## src/rtl/arith_rr_scheduler.sv

```systemverilog
// arith_rr_scheduler: round-robin front end sharing one 8-bit signed add/sub/mul datapath
// between NREQ requesters. Each accepted op takes IDLE -> EXEC -> RESP and is returned on a
// single response channel tagged with the requester id.
// Optional feature: define ARITH_STICKY_OV_EN for per-requester sticky overflow status.
module arith_rr_scheduler #(
    parameter int unsigned NREQ = 4,
    localparam int unsigned IDW = $clog2(NREQ)
) (
    input  logic                clk,
    input  logic                rst,
    input  logic [NREQ-1:0]     req_valid,
    output logic [NREQ-1:0]     req_ready,
    input  logic [8*NREQ-1:0]   req_op1,
    input  logic [8*NREQ-1:0]   req_op2,
    input  logic [2*NREQ-1:0]   req_op,
    output logic                rsp_valid,
    input  logic                rsp_ready,
    output logic [IDW-1:0]      rsp_id,
    output logic [7:0]          rsp_result,
    output logic                rsp_ov,
    input  logic [NREQ-1:0]     ov_clr,
    output logic [NREQ-1:0]     ov_status
);

    typedef enum logic [1:0] {StIdle, StExec, StResp} state_e;

    state_e          state_q, state_d;
    logic [IDW-1:0]  ptr_q, ptr_d;
    logic [IDW-1:0]  id_q, id_d;
    logic [7:0]      op1_q, op1_d, op2_q, op2_d;
    logic [1:0]      op_q, op_d;
    logic            rsp_valid_q, rsp_valid_d;
    logic [IDW-1:0]  rsp_id_q, rsp_id_d;
    logic [7:0]      rsp_result_q, rsp_result_d;
    logic            rsp_ov_q, rsp_ov_d;
    logic [NREQ-1:0] ov_status_q, ov_status_d;

    logic [NREQ-1:0] grant;
    logic            found;
    logic [IDW-1:0]  win;
    logic [7:0]      sel_op1, sel_op2;
    logic [1:0]      sel_op;

    logic signed [15:0] a16, b16, full;
    logic               arith_ov;
    logic [7:0]         arith_res;

    // Round-robin search starting just after the last winner; only active in IDLE.
    always_comb begin
        int unsigned idx;
        grant   = '0;
        found   = 1'b0;
        win     = ptr_q;
        sel_op1 = '0;
        sel_op2 = '0;
        sel_op  = '0;
        idx     = 0;
        if (state_q == StIdle) begin
            for (int unsigned k = 1; k <= NREQ; k++) begin
                idx = (32'(ptr_q) + k) % NREQ;
                for (int unsigned j = 0; j < NREQ; j++) begin
                    if (!found && (j == idx) && req_valid[j]) begin
                        found   = 1'b1;
                        win     = IDW'(j);
                        sel_op1 = req_op1[8*j +: 8];
                        sel_op2 = req_op2[8*j +: 8];
                        sel_op  = req_op[2*j +: 2];
                    end
                end
            end
        end
        if (found) grant[win] = 1'b1;
    end

    // Reset forces the grant low even though the FSM sits in IDLE.
    assign req_ready = rst ? grant : '0;

    // Shared datapath: 16-bit signed intermediate, saturate-to-zero on 8-bit overflow.
    always_comb begin
        a16 = {{8{op1_q[7]}}, op1_q};
        b16 = {{8{op2_q[7]}}, op2_q};
        unique case (op_q)
            2'b00:   full = a16 + b16;
            2'b01:   full = a16 - b16;
            2'b10:   full = a16 * b16;
            default: full = '0;
        endcase
        arith_ov  = (full > 16'sd127) || (full < -16'sd128);
        arith_res = arith_ov ? 8'd0 : full[7:0];
    end

    // FSM next-state, operand capture, response and sticky-status update.
    always_comb begin
        state_d      = state_q;
        ptr_d        = ptr_q;
        id_d         = id_q;
        op1_d        = op1_q;
        op2_d        = op2_q;
        op_d         = op_q;
        rsp_valid_d  = rsp_valid_q;
        rsp_id_d     = rsp_id_q;
        rsp_result_d = rsp_result_q;
        rsp_ov_d     = rsp_ov_q;
        unique case (state_q)
            StIdle: begin
                if (found) begin
                    op1_d   = sel_op1;
                    op2_d   = sel_op2;
                    op_d    = sel_op;
                    id_d    = win;
                    ptr_d   = win;
                    state_d = StExec;
                end
            end
            StExec: begin
                rsp_result_d = arith_res;
                rsp_ov_d     = arith_ov;
                rsp_id_d     = id_q;
                rsp_valid_d  = 1'b1;
                state_d      = StResp;
            end
            StResp: begin
                if (rsp_ready) begin
                    rsp_valid_d = 1'b0;
                    state_d     = StIdle;
                end
            end
            default: state_d = StIdle;
        endcase
`ifdef ARITH_STICKY_OV_EN
        // Clear first so a coincident set wins.
        ov_status_d = ov_status_q & ~ov_clr;
        if ((state_q == StExec) && arith_ov) ov_status_d[id_q] = 1'b1;
`else
        ov_status_d = '0;
`endif
    end

`ifndef ARITH_STICKY_OV_EN
    logic unused_ov_clr;
    assign unused_ov_clr = ^ov_clr;
`endif

    // State and registered outputs; reset discards any in-flight op.
    always_ff @(posedge clk or negedge rst) begin
        if (!rst) begin
            state_q      <= StIdle;
            ptr_q        <= IDW'(NREQ - 1);
            id_q         <= '0;
            op1_q        <= '0;
            op2_q        <= '0;
            op_q         <= '0;
            rsp_valid_q  <= 1'b0;
            rsp_id_q     <= '0;
            rsp_result_q <= '0;
            rsp_ov_q     <= 1'b0;
            ov_status_q  <= '0;
        end else begin
            state_q      <= state_d;
            ptr_q        <= ptr_d;
            id_q         <= id_d;
            op1_q        <= op1_d;
            op2_q        <= op2_d;
            op_q         <= op_d;
            rsp_valid_q  <= rsp_valid_d;
            rsp_id_q     <= rsp_id_d;
            rsp_result_q <= rsp_result_d;
            rsp_ov_q     <= rsp_ov_d;
            ov_status_q  <= ov_status_d;
        end
    end

    assign rsp_valid  = rsp_valid_q;
    assign rsp_id     = rsp_id_q;
    assign rsp_result = rsp_result_q;
    assign rsp_ov     = rsp_ov_q;
    assign ov_status  = ov_status_q;

endmodule

```

## config.mk

```make
export PLATFORM = sky130hd
export DESIGN_NAME = arith_rr_scheduler
export DESIGN_NICKNAME = d
export VERILOG_FILES = /design/src/rtl/arith_rr_scheduler.sv
export SDC_FILE = /design/constraint.sdc
export NUM_CORES = 1
export LEC_CHECK = 0
export ABC_AREA = 1
export BUFFER_PORTS_ARGS = -buffer_cell sky130_fd_sc_hd__clkbuf_2
export CELL_PAD_IN_SITES_DETAIL_PLACEMENT = 2
export CELL_PAD_IN_SITES_GLOBAL_PLACEMENT = 2
export CORE_ASPECT_RATIO = 1.2
export CORE_UTILIZATION = 28
export DETAILED_ROUTE_END_ITERATION = 8
export PLACE_DENSITY_LB_ADDON = 0.1
export SLEW_MARGIN = 5
export SYNTH_ARGS = -nofsm -noshare
export SYNTH_HDL_FRONTEND = slang
export SYNTH_SLANG_ARGS = --single-unit
```

## constraint.sdc

```tcl
create_clock -name clk -period 4.4 [get_ports clk]
set_input_delay 0.44 -clock clk [delete_from_list [all_inputs] [get_ports clk]]
set_output_delay 0.44 -clock clk [all_outputs]
set_load 0.01 [all_outputs]
```

==> results of run 1 <==
metal layers:
| metal | up-vias | global-route usage, % | part of all wire (%) |
|---|---|---|---|
| met2 | 133 | 56.6 | 56 |
| met5 | - | 0 | 0 |
| met1 | 4998 | 30.0 | 40 |
| li1 | 4651 | - | - |
| met4 | 0 | 7.28 | 2.4 |
| met3 | 49 | 0.763 | 1.3 |
logic make-up (layout without fill, tap and decap cells):
group                      count (synthesis)  in the layout  share of synthesized area (%)
xor gates and xnor gates                   6              6                          0.653
DFF                                       36             36                           11.2
adders and majority gates                103            103                           21.3
other                                      1              4                         0.0466
AOI/OAI and AO/OA                         62             62                           4.39
buffers and inverters                    281            431                           13.8
and+or+nand+nor                          911            911                           48.6
synth_stat cells (4+ instances only):
cell type / number
nand3_1: 185
o21ai_0: 25
nand2_1: 348
fa_1: 57
nor3_1: 40
clkbuf_1: 37
nand3b_1: 5
nor2_1: 280
a21oi_1: 24
buf_4: 6
buf_1: 4
dfrtp_1: 34
buf_2: 23
nand4_1: 32
or2_2: 8
ha_1: 46
xnor2_1: 5
inv_1: 208
worst max-delay path: stages, from the launching register on:
cell      delay, ns
dfrtp_1        0.43
buf_6          0.17
buf_4          0.11
buf_4          0.09
nand2_1        0.08
fa_1           0.51
inv_1          0.06
fa_1           0.49
fa_1           0.44
fa_1           0.51
ha_4           0.32
nand2_4        0.07
nor3_4         0.21
nand3_2        0.09
nand4_1        0.21
nand2_1        0.10
nand2_2        0.07
o21ai_2        0.09
buf_4          0.14
o21bai_4       0.18
buf_6          0.14
nand4_1        0.10
nand2_1        0.08
timing repair:
item	CTS	global route
buffers inserted	19	7
gates resized for setup	91	30
endpoints found under the setup margin	9	9
gates cloned	0	0
pin swaps	59	15
registers in the layout (all words and copies together) (netlist names):
signal	flops
id_q	2
rsp_id	2
op2_q	8
ptr_q	2
state_q	2
rsp_ov	1
rsp_valid	1
rsp_result	8
op1_q	8
op_q	2
per-stage QoR:
step	instance area, sq um	setup WS (ns)	setup TNS [ns]
2_1_floorplan	8210	0.00494	0
3_3_place_gp	9500	-0.353	-2.71
3_5_place_dp	9500	-0.583	-4.21
4_1_cts	10100	-0.223	-1.59
5_1_grt	10300	-0.518	-4.19
6_report	10300	-0.370	-2.87
final cells by class:
| cell class | instances | area (sq um) | share of cell area [%] |
|---|---|---|---|
| Multi-Input combinational cell | 1086 | 6480 | 63.0 |
| Clock inverter | 3 | 42.5 | 0.414 |
| Sequential cell | 36 | 916 | 8.91 |
| Inverter | 211 | 797 | 7.75 |
| Timing Repair Buffer | 212 | 1450 | 14.1 |
| Clock buffer | 5 | 125 | 1.22 |
| Tap cell | 379 | 474 | 4.61 |
worst max path at each step:
stage	endpoint	slack [ns]	cells past startpoint
after floorplan	rsp_ov$_DFFE_PN0P_	0.005	19
after detailed placement	rsp_result[0]$_DFFE_PN0P_	-0.58	18
after global routing	rsp_result[4]$_DFFE_PN0P_	-0.52	21
after global placement	rsp_ov$_DFFE_PN0P_	-0.35	22
after CTS	rsp_result[1]$_DFFE_PN0P_	-0.22	21
final	rsp_result[4]$_DFFE_PN0P_	-0.37	22
==> metrics, run 1 <==
post-DP HPWL=roughly 30,000 um; Tot GR Track Use=27.6%; synth warn=0; number of enable flip-flop cells after synthesis=0; largest net degree at the start of global routing=38; Worst EP arrival=5.00 ns; Netlist Area Pre-Place=8040 sq um; cts bufs inserted=5; Top-Level Pins=slightly above 100; sequential area share after synthesis=11.2%; ranking of synthesized cells by area=nand2_1, fa_1, nor2_1, nand3_1, dfrtp_1; ANT nets after route=0; Hold WS=0.200 ns; Distinct cells, synth=36; clock tree buffer depth=2; Starting Density=about 29%; FMAX=between 200 and 250 MHz; fin. max-slew vios=0; Hold Vio Cnt, Final=0; ys flop type=dfrtp_1; vias in the first global route=11,020; #FFs+latches synth=36; Worst-Skew Late Latency=0.29 ns; CTS tree=built; asr flop ratio synth=100%; Final Skew=just over 0.006 ns; core footprint=28,100 sq um; crit end category=flip-flop; htree depth=2; final wirelength=39,600 um; die area=29,400 sq um; First-pass DRT Iterations=4; setup violators final=9; Final Non-Filler Cells=slightly below 2,000; WP data required=4.63 ns; Reg2Reg Capture Point=rsp_result[4]$_DFFE_PN0P_; setup ws final=-0.370 ns; most frequent cells in the layout=nand2_1, nor2_1, inv_1; Vias/cell=5.09; Crit Path Category=reg -> reg; fin crit share=108%; num rows=67; RR Startpoint=op1_q[5]$_DFFE_PN0P_; Placer Congestion=~0.82; mean routed wirelength per cell=20.5 um; I/O Buffers=94; FF-to-FF setup slack=-0.37 ns; # diodes=0; clk sinks=36; Reg clk slew, reported paths=0.07 ns; R2R depth=22; Slew @ Worst Pin=0.869 ns; Gate Count Post-Synth=1,400; via count=9,831; Max-cap violations=0; Critical Path Fanout Max=6; clock root buffer=clkbuf_16; final core occ=36.6%; RSZ-0062 raised after global routing=true; critical path launch point type=flip-flop; antenna violations before repair=0; # DRC=0; largest area contributor in the netlist=nand2_1; first-pass GRT wire length=just over 60,000 um; failing checks=setup timing; DR iter-0 viols=360; layout cells sized above 1=22.2%; outcome=finished with violations; Hold WC Path Type=in -> async; min Tclk post-route=roughly 4.8 ns; die height=188 um; GRT Residual Overflow=0; average cell area after synthesis=~5.7 sq um; cts hold-fix bufs=0; Layout fillers=approximately 3,600; Inst Count DP=1,898; synthesis-to-layout area growth=27.9%; slew margin rel.=41.7%; commonest non-fill, non-tap cell in the layout=nand2_1; Die Wd=157 um; CP startpoint=op1_q[5]$_DFFE_PN0P_; area share of the largest cell type after synthesis=about 16%; Layout Nets=between 1,500 and 2,000
Power of run 1 is left out: the tool's default activity adds up to more than one toggle a clock period on the data nets, which glitch-free logic cannot reach.
==> inputs of run 2 (changes only) <==
- MAX_ROUTING_LAYER: not set -> met4
- SLEW_MARGIN: 5 -> 20
==> run 2 against run 1 <==
Net effect:
- the run still ends with setup timing left
- register-to-register slack improved by 0.04 ns
- utilization decreased by 0.067 points
- die area unchanged
- clock skew about the same
- global-route usage increased by 0.85 points
- critical endpoint is now rsp_result[1]$_DFFE_PN0P_
- largest cell class unchanged
==> metrics, run 2 (synthesized netlist as in run 1, its figures left out) <==
Layout Nets=1,739; FMAX=211 MHz; DR iter-0 viols=403; Worst EP arrival=4.96 ns; Tot GR Track Use=28.5%; cts hold-fix bufs=0; commonest non-fill, non-tap cell in the layout=nand2_1; fin. max-slew vios=0; outcome=finished with violations; Critical Path Fanout Max=5; final wirelength=39,600 um; crit end category=flip-flop; Top-Level Pins=103; slew margin rel.=41.8%; Inst Count DP=about 1,900; Hold WC Path Type=in -> async; Starting Density=28.6%; WP data required=4.63 ns; Placer Congestion=0.828; Reg clk slew, reported paths=0.07 ns; mean routed wirelength per cell=20.5 um; First-pass DRT Iterations=5; setup ws final=-0.332 ns; largest net degree at the start of global routing=38; die area=29,400 sq um; Die Wd=157 um; Vias/cell=5.08; I/O Buffers=94; Slew @ Worst Pin=slightly below 0.9 ns; setup violators final=9; # DRC=0; final core occ=36.5%; synthesis-to-layout area growth=27.6%; layout cells sized above 1=22.3%; clock root buffer=clkbuf_16; Max-cap violations=0; RSZ-0062 raised after global routing=true; clk sinks=36; core footprint=roughly 28,000 sq um; Hold Vio Cnt, Final=0; ANT nets after route=0; via count=between 9,000 and 10,000; fin crit share=108%; Final Non-Filler Cells=around 1,900; num rows=67; first-pass GRT wire length=a little over 60,000 um; failing checks=setup timing; Layout fillers=3,561; antenna violations before repair=0; vias in the first global route=approximately 11,000; die height=188 um; CTS tree=built; Worst-Skew Late Latency=a little under 0.3 ns; htree depth=2; min Tclk post-route=4.73 ns; Crit Path Category=reg -> reg; most frequent cells in the layout=nand2_1, nor2_1, inv_1; critical path launch point type=flip-flop; GRT Residual Overflow=0; cts bufs inserted=5; clock tree buffer depth=2; # diodes=0; Final Skew=0.00575 ns; post-DP HPWL=29,200 um
==> run 2: worst paths after layout <==
kind	startpoint	slack (ns)	cells after the start	end
worst max-delay path	op2_q[3]$_DFFE_PN0P_	-0.33	21	rsp_result[1]$_DFFE_PN0P_
worst min-delay path	rst	0.20	2	rsp_id[1]$_DFFE_PN0P_
worst max register to register	op2_q[3]$_DFFE_PN0P_	-0.33	21	rsp_result[1]$_DFFE_PN0P_
worst min register to register	rsp_id[1]$_DFFE_PN0P_	0.48	2	rsp_id[1]$_DFFE_PN0P_
max in group asynchronous	rst	3.78	2	op2_q[3]$_DFFE_PN0P_
min in group clk	rsp_ready	0.35	2	state_q[1]$_DFFE_PN0P_
==> run 2: per-stage QoR <==
| step | setup WS, ns | area [sq um] | setup TNS (ns) | hold WS [ns] |
|---|---|---|---|---|
| 3_3_place_gp | -0.353 | 9500 | -2.71 | 0.459 |
| 4_1_cts | -0.223 | 10100 | -1.59 | 0.215 |
| 2_1_floorplan | 0.00494 | 8210 | 0 | 0.144 |
| 3_5_place_dp | -0.583 | 9500 | -4.21 | 0.470 |
| 5_1_grt | -0.522 | 10300 | -4.10 | 0.241 |
| 6_report | -0.332 | 10300 | -2.36 | 0.203 |
==> run 2: critical path, stage by stage (launching register included) <==
cell and delay [ns]:
dfrtp_2 0.47, buf_6 0.15, nand2_4 0.05, fa_1 0.49, fa_1 0.59, inv_2 0.06, fa_1 0.55, fa_1 0.46
ha_4 0.36, nand2_4 0.07, nor2_4 0.13, buf_6 0.11, nand3_2 0.07, nand4_1 0.19, nand2_1 0.09, nand2_2 0.07
o21ai_2 0.09, buf_4 0.14, o21bai_4 0.19, buf_6 0.14, nand4_1 0.11, nand2_1 0.08
==> run 2: layer usage <==
layer / vias up / wire length (um) / track usage [%]
li1: 4650 / - / -
met1: 4977 / 15700 / 30.0
met2: 138 / 22300 / 56.6
met3: 53 / 564 / 0.809
met4: 0 / 960 / 7.28
met5: - / 0 / -
==> run 2: repair_timing <==
item,CTS,global route
hold endpoints to repair,0,0
buffers inserted,19,8
gates resized for setup,91,24
endpoints found under the setup margin,9,9
pin swaps,59,23
==> run 2: final cells by class <==
class                   instances  area (sq um)  area share [%]
flip-flops and latches         36           916            8.92
clock buffers                   5           125            1.22
well taps                     379           474            4.62
multi-input cells            1086          6470            63.1
repair buffers                213          1440            14.0
clock inverters                 3          42.5           0.415
inverters                     211           792            7.72
Power of run 2 is left out for the same reason.
